### src/rtl/scsi_local_bus_arbiter.sv
// scsi_local_bus_arbiter
// Owns the 53C710 (SIOP) local bus. It arbitrates between Zorro slave accesses to the SCSI
// window and SIOP DMA bus-master requests (BR/BG/BGACK). For slave accesses it sequences
// SIOP_CS_n and returns scsi_dtack once the chip acknowledges.
// Optional feature: define SCSI_ARB_TIMEOUT_EN to add a slave-wait watchdog. The watchdog
// releases the host after TIMEOUT_CYCLES and sets the sticky bus_error flag.
module scsi_local_bus_arbiter #(
  parameter int SETUP_CYCLES   = 1,
  parameter int TIMEOUT_CYCLES = 255,
  parameter int CNT_W          = 8
) (
  input  logic CLK,
  input  logic RESET_n,
  input  logic FCS_n,
  input  logic scsi_region,
  input  logic READ,
  input  logic SIOP_BR_n,
  input  logic SIOP_BGACK_n,
  input  logic SIOP_SLACK_n,
  output logic SIOP_BG_n,
  output logic SIOP_CS_n,
  output logic SIOP_RW,
  output logic scsi_dtack,
  output logic master_active,
  output logic bus_error
);

  typedef enum logic [2:0] {
    IDLE, SLV_SETUP, SLV_WAIT, SLV_ACK, MST_GRANT, MST_OWN
  } state_t;

  localparam logic [CNT_W-1:0] SETUP_V = CNT_W'(SETUP_CYCLES);

  // Catch parameter sets that the shared counter cannot represent.
  if (SETUP_CYCLES < 0 || SETUP_CYCLES > 15 || SETUP_CYCLES > (2**CNT_W - 1)) begin : g_bad_setup
    $error("SETUP_CYCLES out of range");
  end
  if (TIMEOUT_CYCLES < 1 || TIMEOUT_CYCLES > (2**CNT_W - 1)) begin : g_bad_timeout
    $error("TIMEOUT_CYCLES does not fit CNT_W");
  end

  state_t           state_q;
  logic [CNT_W-1:0] cnt_q;
  logic             pend_q;
  logic [CNT_W-1:0] cnt_inc;
  logic             slave_req;
  logic             master_req;

  assign slave_req  = !FCS_n && scsi_region;
  assign master_req = !SIOP_BR_n;
  // Saturating increment: the counter sticks at all-ones rather than wrapping.
  assign cnt_inc    = (cnt_q == '1) ? cnt_q : cnt_q + CNT_W'(1);

`ifdef SCSI_ARB_TIMEOUT_EN
  localparam logic [CNT_W-1:0] TO_V = CNT_W'(TIMEOUT_CYCLES);
  logic berr_q;
  assign bus_error = berr_q;
`else
  assign bus_error = 1'b0;
`endif

  // Arbitration FSM. All pin-facing outputs are registered here.
  always_ff @(posedge CLK or negedge RESET_n) begin
    if (!RESET_n) begin
      state_q       <= IDLE;
      cnt_q         <= '0;
      pend_q        <= 1'b0;
      SIOP_BG_n     <= 1'b1;
      SIOP_CS_n     <= 1'b1;
      SIOP_RW       <= 1'b1;
      scsi_dtack    <= 1'b0;
      master_active <= 1'b0;
`ifdef SCSI_ARB_TIMEOUT_EN
      berr_q        <= 1'b0;
`endif
    end else begin
      unique case (state_q)
        IDLE: begin
          if (slave_req && !pend_q) begin
            state_q <= SLV_SETUP;
            SIOP_RW <= READ;
            cnt_q   <= '0;
            // The master that lost the tie is served before the next slave cycle.
            if (master_req) pend_q <= 1'b1;
          end else if (master_req) begin
            state_q   <= MST_GRANT;
            SIOP_BG_n <= 1'b0;
          end else begin
            // A pending master that dropped BR must not lock slaves out forever.
            pend_q <= 1'b0;
          end
        end
        SLV_SETUP: begin
          if (FCS_n) begin
            state_q <= IDLE;
          end else if (cnt_q == SETUP_V) begin
            state_q   <= SLV_WAIT;
            SIOP_CS_n <= 1'b0;
            cnt_q     <= '0;
          end else begin
            cnt_q <= cnt_inc;
          end
        end
        SLV_WAIT: begin
          if (FCS_n) begin
            state_q   <= IDLE;
            SIOP_CS_n <= 1'b1;
          end else if (!SIOP_SLACK_n) begin
            state_q    <= SLV_ACK;
            scsi_dtack <= 1'b1;
`ifdef SCSI_ARB_TIMEOUT_EN
          end else if (cnt_q == TO_V) begin
            state_q    <= SLV_ACK;
            scsi_dtack <= 1'b1;
            SIOP_CS_n  <= 1'b1;
            berr_q     <= 1'b1;
          end else begin
            cnt_q <= cnt_inc;
`endif
          end
        end
        SLV_ACK: begin
          if (FCS_n) begin
            state_q    <= IDLE;
            SIOP_CS_n  <= 1'b1;
            scsi_dtack <= 1'b0;
          end
        end
        MST_GRANT: begin
          if (!SIOP_BGACK_n) begin
            state_q       <= MST_OWN;
            SIOP_BG_n     <= 1'b1;
            master_active <= 1'b1;
            pend_q        <= 1'b0;
          end else if (!master_req) begin
            state_q   <= IDLE;
            SIOP_BG_n <= 1'b1;
            pend_q    <= 1'b0;
          end
        end
        MST_OWN: begin
          if (SIOP_BGACK_n) begin
            state_q       <= IDLE;
            master_active <= 1'b0;
          end
        end
        default: state_q <= IDLE;
      endcase
    end
  end

endmodule
### config.mk
export PLATFORM = sky130hd
export DESIGN_NAME = scsi_local_bus_arbiter
export DESIGN_NICKNAME = d
export VERILOG_FILES = /design/src/rtl/scsi_local_bus_arbiter.sv
export SDC_FILE = /design/constraint.sdc
export NUM_CORES = 1
export LEC_CHECK = 0
export CORE_AREA = 4 4 48 67
export DETAILED_ROUTE_END_ITERATION = 16
export DIE_AREA = 0 0 52 71
export DONT_BUFFER_PORTS = 1
export GPL_TIMING_DRIVEN = 0
export MAX_ROUTING_LAYER = met4
export SKIP_LAST_GASP = 1
export SLEW_MARGIN = 5
export SYNTH_ARGS = -nofsm -noshare
export SYNTH_HDL_FRONTEND = slang
export SYNTH_SLANG_ARGS = --single-unit
### constraint.sdc
create_clock -name CLK -period 4.9 [get_ports CLK]
set_input_delay 0.98 -clock CLK [delete_from_list [all_inputs] [get_ports CLK]]
set_output_delay 0.98 -clock CLK [all_outputs]
set_load 0.03 [all_outputs]
* Word level (Yosys, flattened, before mapping)
Cells that the tools add are included.
Operators by class: bitwise logic cells 0, multipliers 0, mux-type cells 37, shifts and indexed selects 0, eq/ne operators 24, reductions and logical operators 19, add/sub/neg operators 1, $lt $le $gt $ge 0, div/mod/pow operators 0
Operator list (count):
- 8-bit two-way mux | 4
- 3-bit two-way mux | 10
- 2-bit inequality test (second input constant) | 10
- 3-bit inequality test (second input constant) | 6
- 3-bit case mux with 6 select lines | 1
- 1-bit two-way mux | 16
- 8-bit case mux with 2 select lines | 1
- 4-bit AND reduction | 4
- 1-bit case mux with 2 select lines | 5
- 2-bit nonzero test | 5
- 8-bit by 1-bit adder with 8-bit output (second input constant) | 1
- 8-bit by 1-bit equality test with 1-bit output (second input constant) | 1
- 8-bit equality test (second input constant) | 1
- 3-bit by 2-bit equality test with 1-bit output (second input constant) | 2
- 3-bit equality test (second input constant) | 2
- 6-bit AND reduction | 1
- 2-bit AND reduction | 2
- 3-bit by 1-bit equality test with 1-bit output (second input constant) | 1
- 3-bit logical NOT | 1
- 3-bit AND reduction | 1
- 1-bit logical AND | 2
- 1-bit logical NOT | 2
- 2-bit by 1-bit inequality test with 1-bit output (second input constant) | 1
- 2-bit OR reduction | 1
Storage, ports and cells: memory bits (read-only) 0, register bits after elaboration 17, memories 0, latch bits 0, output and inout port bits 6, input port bits 8, word-level logic and storage cells 89, bits in writable memories 0

* Depth between registers and ports, before layout
Gate-level depths: netlist of the first run.
depth in word-level cells 5, depth in mapped cells 6, mapped depth without buffers 6

* Least setup slack after synthesis of the first run
No wires, ideal clock.
kind input -> register, from in scsi_region, to reg cnt_q[4], data arrival time 1944 ps, buffers on the path 0, library setup time 78 ps, setup slack 2878 ps, stages 4, data required time 4822 ps, cells stage by stage and2b_1 > o211ai_2 > or4_1 > a21oi_1
On the way: longest elaborated chain between the ends 4
Ends and longest elaborated chain:
- from (decl) | RTL line 15 | input logic scsi_region,
- 1-bit logical AND | RTL line 49 | assign slave_req = !FCS_n && scsi_region;
- 1-bit logical AND | RTL line 79 | if (slave_req && !pend_q) begin
- 2-bit inequality test (no line)
- 4-bit AND reduction (no line)
- to (signal assigned) | RTL line 101 | cnt_q <= cnt_inc;
- to (decl) | RTL line 43 | logic [CNT_W-1:0] cnt_q;
Every way passes these cells. A chain may end at the register's enable or synchronous reset.

* Final worst setup path of the first run
from reg SIOP_BG_n, to out SIOP_BG_n
RTL lines:
- from (decl) | RTL line 20 | output logic SIOP_BG_n,
- from (signal assigned) | RTL line 68 | SIOP_BG_n <= 1'b1;
- from (signal assigned) | RTL line 87 | SIOP_BG_n <= 1'b0;
- from (signal assigned) | RTL line 132 | SIOP_BG_n <= 1'b1;
No word-level cell between the ends.

==> results.cfg, run 1 <==
[outcome]
status = complete, no violations

[synth]
syn_area_um2 = 1010
synth_nets = 119
synthFlopType = dfrtp_1
synth_cells = 109
yosys.cell_count.top_type = dfrtp_1
synth_warnings = 0
synth_common_cells = 14 x dfrtp_1, 11 x nand2_1, 10 x a21oi_1
yosysUniqueCellTypes = 40
synth_edf_count = 0
async_flop_share_pct = 100
synthTopCellsByArea = dfrtp_1 35%, dfstp_2 7.8%, a21oi_1 5.0%, nand2_1 4.1%, o21ai_0 3.5%
synth_area_leader_cell = dfrtp_1
synth-seq-area-share_pct = 42.7
synth_top_area_share_pct = 34.8
syn_avg_cell_area_um2 = 9.23
synth_seq_cells = 17

[floorplanning]
dieArea_um2 = 3690
initial_core_util_pct = 38.5
die_w_um = 52
die_height_um = 71
num_rows = 22
num_io_pins = 14
core_area_um2 = 2620

[timing]
setup-tns-final_ps = 0
final-hold-violation-count = 0
finalClockSkew_ps = 2.41
setup_ws_ps = 2980
slew_violations = 0
fin_crit_sh_pct = 39.2
max_freq_ghz = 0.520
rsz0062_at_grt = no
setup_violations = 0
fin_crit_ps = 1920

[power_and_ir_drop]
p_leak_nw = 0.420
power_density_nw_per_um2 = 471
total_power_uw = 507
ir_worst_vdd_mv = 0.288

[drt]
ant_nets = 0
wl_per_cell_um = 15.0
drt_iter0_drc = 35
drc = 0
firstDrtPassIters = 4
vias_per_cell = 5.66
wl_um = 2240
vias = 843

[clock_network]
clockBufferDepth = 2
hold_buffers = 0
postCtsSetupBuffers = 0
numCtsBuffers = 3
clockRootBuffer = clkbuf_4
path_clk_slew_ps = 100
clk_latency_ps = 290
htreeDepth = 1
cts_resized = 0
clock_sinks = 17
cts_tree = done

[placed_design]
port_buffers = 0
gp_congestion = 0.810
place_hpwl_um = 1710
place_area_um2 = 1050
preCtsSetupSlack_ps = 2750

[finish]
final_net_count = 124
area_delta_synth_final_pct = 7.09
n_antenna_cell = 0
drive_gt1_share_pct = 15.0
design_area_um2 = 1080

[setup_path]
required_ps = 3920
cp-end-kind = output pin
cp.arrival_ps = 940
path_class = reg -> out
start_kind = flop
crit_fanout = 3

[job]
drv_cap = 0

[global_route]
track_usage_pct = 13.4
antenna_found_initial = 0
first_global_vias = 822
overflow = 0
grt_pass1_wl_um = 3740
grt_max_degree = 18

[worst_hold_path]
hold_path.class = in -> async
[cell type report]
type	count	area, um2
fill	274	1540
multi-input combinational	82	533
sequential	17	429
inverter	6	22.5
clock buffer	4	26.3
buffer	4	21.3
tap	36	45.0
[cell families after synthesis]
logic type	count (synthesis)	synth area share [%]
other cells	1	0.373
fa+ha+maj	2	2.49
buf+inv	10	4.35
compound gates	36	25.7
flops	17	42.7
simple gates	41	22.3
mux	2	2.11
[path summary, 6_finish.rpt]
check                                from        end  slack (ps)  cells past startpoint
worst min-delay path              RESET_n   cnt_q[4]         370                      0
worst max-delay path            SIOP_BG_n  SIOP_BG_n        2980                      0
worst max register to register   cnt_q[0]   cnt_q[1]        3040                      5
max in group asynchronous         RESET_n    SIOP_RW        4360                      0
worst min register to register   cnt_q[0]   cnt_q[0]         540                      1
min in group CLK                 cnt_q[0]   cnt_q[0]         540                      1
[routing by layer]
layer / wire length (um) / vias to the layer above / global-route usage [%]
met4: 38 / 0 / 6.12
li1: - / 407 / -
met5: 0 / - / -
met2: 1190 / 24 / 22.8
met1: 885 / 408 / 14.4
met3: 131 / 4 / 2.74
[per-stage QoR]
| step | hold slack [ps] | instances | utilization, % |
|---|---|---|---|
| finish | 368 | 149 | 41.2 |
| global route | 354 | 149 | 41.2 |
| CTS | 362 | 149 | 41.2 |
| detailed placement | 528 | 145 | 40.2 |
| global placement | 514 | 145 | 40.2 |
| floorplan | 497 | 109 | - |
[sequential cells by signal, summed over array words and instances, names as in the netlist]
name           cells
SIOP_BG_n          1
pend_q             1
state_q            3
SIOP_RW            1
cnt_q              8
SIOP_CS_n          1
scsi_dtack         1
master_active      1
[power by group]
group | internal, mW | switching, mW
Sequential | 0.185 | 0.0625
Clock | 0.0317 | 0.0443
Combinational | 0.0752 | 0.109
[placed cells by master (no fill, tap or decap), types with 2 or more instances in the layout]
cell	n
inv_1	6
or3_1	3
nand3_1	2
dfrtp_1	14
nor2b_1	3
dfstp_2	3
buf_2	2
nand4_1	2
nor2_1	9
o31ai_1	3
a21oi_1	10
a31oi_1	4
a211oi_1	2
o211ai_1	2
clkbuf_4	3
ha_1	2
nand2_1	11
nor3_2	2
o21ai_0	7
clkbuf_1	2
Power figures use the tool's default switching activity.
==> run 2, diff against run 1 <==
==> constraint.sdc (replaced) <==
create_clock -name CLK -period 1.6 [get_ports CLK]
set_input_delay 0.32 -clock CLK [delete_from_list [all_inputs] [get_ports CLK]]
set_output_delay 0.32 -clock CLK [all_outputs]
set_load 0.03 [all_outputs]
==> run 2 against run 1 <==
  * Die area stayed put
  * Critical path type is now reg -> reg
  * Non-clock buffer count is 6 higher
  * Via count is 2.8% higher
  * The flow now finishes with violations (setup timing)
  * Design area is 10% higher
  * Global-route usage is 0.67 points higher
  * Utilization is 4.3 points higher
==> results.cfg, run 2 (same netlist as run 1, synthesis figures left out) <==
[setup_path]
cp-end-kind = flop
required_ps = 1820
max_stage_delay_ps = 400
slowest_stage = dfrtp_1
path_class = reg -> reg
worstPathCellList = ha_2 -> nor4b_4 -> a2111oi_4 -> or3b_1 -> o22ai_1
worst-path-buf-inv = 0
crit_fanout = 3
start_kind = flop
path_delay_family = simple AND/OR/NAND/NOR gates
cp.arrival_ps = 1910

[timing]
max_slew_margin_pct = 47.0
worst_slew_pin_slew_ps = 792
setup_ws_ps = -89.1
final-hold-violation-count = 0
finalClockSkew_ps = 3.15
rsz0062_at_grt = yes
holdWs_ps = 147
max_freq_ghz = 0.592
setup_violations = 3
slew_violations = 0
fin_crit_sh_pct = 106
fin_crit_ps = 1690

[power_and_ir_drop]
p_leak_nw = 0.456
ir_worst_vdd_mv = 0.803
power_density_nw_per_um2 = 1450
total_power_mw = 1.73

[finish]
area_delta_synth_final_pct = 18.3
n_fill_cell = 262
fin_cells = 155
n_antenna_cell = 0
reg_top3 = cnt_q x8, state_q x3
multi_input_area_um2 = 597
largest_register = cnt_q
final_net_count = 130
final_common_cell = dfrtp_1
seq_area_um2 = 430
drive_gt1_share_pct = 26.9
layout_common_cells = 13 x dfrtp_1, 11 x nand2_1, 9 x a21oi_1, 8 x nor2_1, 7 x o21ai_0
fin_util_pct = 45.5
largest_reg_flops = 8

[floorplanning]
dieArea_um2 = 3690
die_w_um = 52
num_io_pins = 14
core_area_um2 = 2620
die_height_um = 71
num_rows = 22
initial_core_util_pct = 38.5

[clock_network]
clockRootBuffer = clkbuf_4
cts_tree = done
clock_sinks = 17
clk_latency_ps = 290
htreeDepth = 1
clockBufferDepth = 2
path_clk_slew_ps = 100
numCtsBuffers = 3

[placed_design]
gp_congestion = 0.798
place_hpwl_um = 1610
preCtsSetupSlack_ps = -143
placed_cells = 145
port_buffers = 0

[global_route]
track_usage_pct = 14.0
antenna_found_initial = 0
first_global_vias = 928
grt_max_degree = 18
grt_pass1_wl_um = 3910
overflow = 0

[drt]
drt_iter0_drc = 16
vias = 867
wl_um = 2280
wl_per_cell_um = 14.7
drc = 0
firstDrtPassIters = 4
ant_nets = 0
vias_per_cell = 5.59

[worst_hold_path]
hold_path.class = in -> reg

[job]
drv_cap = 0

[outcome]
violations = setup timing
status = complete, but fails checks
==> run 2: cell types whose count changed in the layout (fill, tap and decap cells not counted), sizes merged <==
cell / delta
buf: +5
dlygate4sd3: +1
==> run 2: stage by stage <==
stage                     area (um2)  setup TNS [ps]
after global placement          1060            -354
after detailed placement        1060            -800
after floorplan                 1020           -24.6
final                           1190            -162
after global routing            1190            -651
after CTS                       1120            -280
==> run 2: power by group <==
| group | switching (mW) | total (mW) | internal (mW) |
|---|---|---|---|
| sequential | 0.193 | 0.759 | 0.566 |
| combinational | 0.399 | 0.733 | 0.334 |
| clock | 0.141 | 0.238 | 0.0971 |
| total | 0.733 | 1.73 | 0.997 |
==> run 2: timing repair <==
| action | CTS | global route |
|---|---|---|
| endpoints found under the hold margin | 17 | 0 |
| setup buffers | 3 | 2 |
| pin swaps | 1 | 1 |
| setup endpoints to repair | 10 | 13 |
| resized for setup | 2 | 11 |
| hold buffers | 1 | 0 |
==> run 2: final timing paths <==
path,slack [ps],to,start,cells after the start
worst min-delay path,150,SIOP_CS_n,FCS_n,2
min in group asynchronous,540,cnt_q[3],RESET_n,1
worst min register to register,550,SIOP_CS_n,SIOP_CS_n,2
max in group asynchronous,520,cnt_q[2],RESET_n,1
worst max-delay path,-90,cnt_q[1],cnt_q[0],5
worst max register to register,-90,cnt_q[1],cnt_q[0],5
==> run 2: layer usage <==
metal	track usage, %	wire length [um]
met2	25.2	1230
met5	-	0
met4	5.25	40
met3	3.79	82
met1	13.9	923
==> run 2: layout make-up <==
cell class | count | share of cell area, %
clock buffer | 4 | 2.21
multi-input combinational | 82 | 50.2
tap | 36 | 3.79
timing repair buffer | 6 | 4.00
buffer | 4 | 1.79
sequential | 17 | 36.2
inverter | 6 | 1.89
==> run 2: worst reg2reg max path, cell delays in order (launching register included) <==
cell and delay, ps:
dfrtp_1 400, ha_2 180, nor4b_4 140, a2111oi_4 340, or3b_1 400, o22ai_1 160
==> run 3, diff against run 2 <==
--- a/config.mk
+++ b/config.mk
@@ -5,9 +5,9 @@
 export SDC_FILE = /design/constraint.sdc
 export NUM_CORES = 1
 export LEC_CHECK = 0
-export CORE_AREA = 4 4 48 67
+export CORE_AREA = 4 4 47 65
 export DETAILED_ROUTE_END_ITERATION = 16
-export DIE_AREA = 0 0 52 71
+export DIE_AREA = 0 0 51 69
 export DONT_BUFFER_PORTS = 1
 export GPL_TIMING_DRIVEN = 0
 export MAX_ROUTING_LAYER = met4
==> run 3 against run 2 <==
  * The run still ends with setup timing left
  * Sequential power about the same
  * Clock skew hardly changed
  * Clock-buffer cell count unchanged
  * Global-route usage is 0.79 points higher
  * Clock power down 3%
  * Fmax fell by 2.5%
  * Final cell count fell by 0.65%
  * Die area is 4.7% lower
  * Hold slack improved by 4.9 ps
  * Worst setup slack got worse by 43 ps
  * First-iteration DRC count up 44%
  * Critical path type unchanged
  * Largest cell class unchanged
==> results.cfg, run 3 (same netlist as run 1, synthesis figures left out) <==
[outcome]
status = complete, but fails checks
violations = setup timing

[power_and_ir_drop]
p_leak_nw = 0.460
total_power_mw = 1.75
ir_worst_vdd_mv = 0.876
power_density_nw_per_um2 = 1450

[global_route]
grt_max_degree = 18
grt_pass1_wl_um = 3950
track_usage_pct = 14.8
overflow = 0
first_global_vias = 909
antenna_found_initial = 0

[floorplanning]
die_height_um = 69
num_rows = 21
initial_core_util_pct = 41.2
die_w_um = 51
num_io_pins = 14
core_area_um2 = 2440
dieArea_um2 = 3520

[drt]
vias_per_cell = 5.60
firstDrtPassIters = 4
vias = 862
drc = 0
wl_per_cell_um = 14.6
ant_nets = 0
drt_iter0_drc = 23
wl_um = 2240

[timing]
setup-tns-final_ps = -318
slew_violations = 0
setup_ws_ps = -132
max_slew_margin_pct = 47.9
finalClockSkew_ps = 3.34
fin_crit_sh_pct = 108
max_freq_ghz = 0.577
fin_crit_ps = 1730
final-hold-violation-count = 0
setup_violations = 5
worst_slew_pin_slew_ps = 780
rsz0062_at_grt = yes
holdWs_ps = 152

[clock_network]
clk_latency_ps = 290
path_clk_slew_ps = 100
clockBufferDepth = 2
numCtsBuffers = 3
cts_tree = done
clockRootBuffer = clkbuf_4
clock_sinks = 17
htreeDepth = 1

[setup_path]
cp.arrival_ps = 1950
slowest_stage = or3b_4
worstPathCellList = inv_2 -> ha_4 -> nor4b_4 -> a2111oi_4 -> or3b_4 -> mux2i_1
path_class = reg -> reg
max_stage_delay_ps = 430
worst-path-buf-inv = 1
start_kind = flop
path_delay_family = simple AND/OR/NAND/NOR gates
required_ps = 1820
crit_fanout = 2
cp-end-kind = flop

[placed_design]
gp_congestion = 0.820
port_buffers = 0
place_hpwl_um = 1670

[finish]
n_fill_cell = 224
final_net_count = 131
largest_reg_flops = 8
fin_util_pct = 49.2
reg_top3 = cnt_q x8, state_q x3
area_delta_synth_final_pct = 19.5
final_common_cell = dfrtp_1
layout_common_cells = 14 x dfrtp_1, 10 x nand2_1, 10 x a21oi_1, 8 x nor2_1
n_antenna_cell = 0
drive_gt1_share_pct = 27.5
largest_register = cnt_q

[worst_hold_path]
hold_path.class = in -> reg

[job]
drv_cap = 0
==> run 3: worst paths after layout <==
path,from,end,slack [ps],depth (start not counted)
worst max register to register,cnt_q[1],cnt_q[0],-130,6
min in group asynchronous,RESET_n,cnt_q[4],540,1
worst max-delay path,cnt_q[1],cnt_q[0],-130,6
worst min register to register,SIOP_CS_n,SIOP_CS_n,550,2
worst min-delay path,FCS_n,SIOP_CS_n,150,2
max in group asynchronous,RESET_n,pend_q,580,1
==> run 3: layout make-up <==
| cell class | instances | area (um2) | area share (%) |
|---|---|---|---|
| multi-input cells | 82 | 606 | 50.4 |
| flip-flops and latches | 17 | 429 | 35.7 |
| repair buffers | 7 | 55.1 | 4.58 |
| well taps | 34 | 42.5 | 3.54 |
| clock buffers | 4 | 26.3 | 2.19 |
| inverters | 6 | 22.5 | 1.87 |
| plain buffers | 4 | 21.3 | 1.77 |
==> run 3: worst register-to-register path, delay by kind of cell (launching register included) <==
| family | cells | cell delay [ps] |
|---|---|---|
| and+or+nand+nor | 2 | 560 |
| muxes | 1 | 140 |
| adders and majority gates | 1 | 150 |
| buffers and inverters | 1 | 60 |
| AOI/OAI and AO/OA | 1 | 360 |
| DFF | 1 | 380 |
==> run 3: repair_timing <==
action                                 CTS  global route
hold buffers                             1             0
endpoints found under the hold margin   17             0
setup endpoints to repair               10            13
pin swaps                                1             4
setup buffers                            3             3
gates resized for setup                  3             9
==> run 3: per-layer routing <==
metal / vias to the layer above / GRT usage (%) / wire, um
li1: 423 / - / -
met1: 424 / 15.8 / 953
met2: 11 / 24.4 / 1160
met3: 4 / 4.31 / 89
met4: 0 / 7.19 / 36
met5: - / - / 0
==> run 3: through the flow <==
step / area, um2 / instances / setup WS, ps
after floorplan: 1020 / 109 / -24.6
after global placement: 1060 / 143 / -125
after detailed placement: 1060 / 143 / -145
after CTS: 1120 / 151 / -113
after global routing: 1200 / 154 / -228
final: 1200 / 154 / -132
==> run 3: power by group <==
group          internal, mW  total [mW]  leakage (nW)  switching, mW
registers             0.565       0.760         0.213          0.195
clock network        0.0971       0.232        0.0150          0.135
logic                 0.351       0.756         0.232          0.405
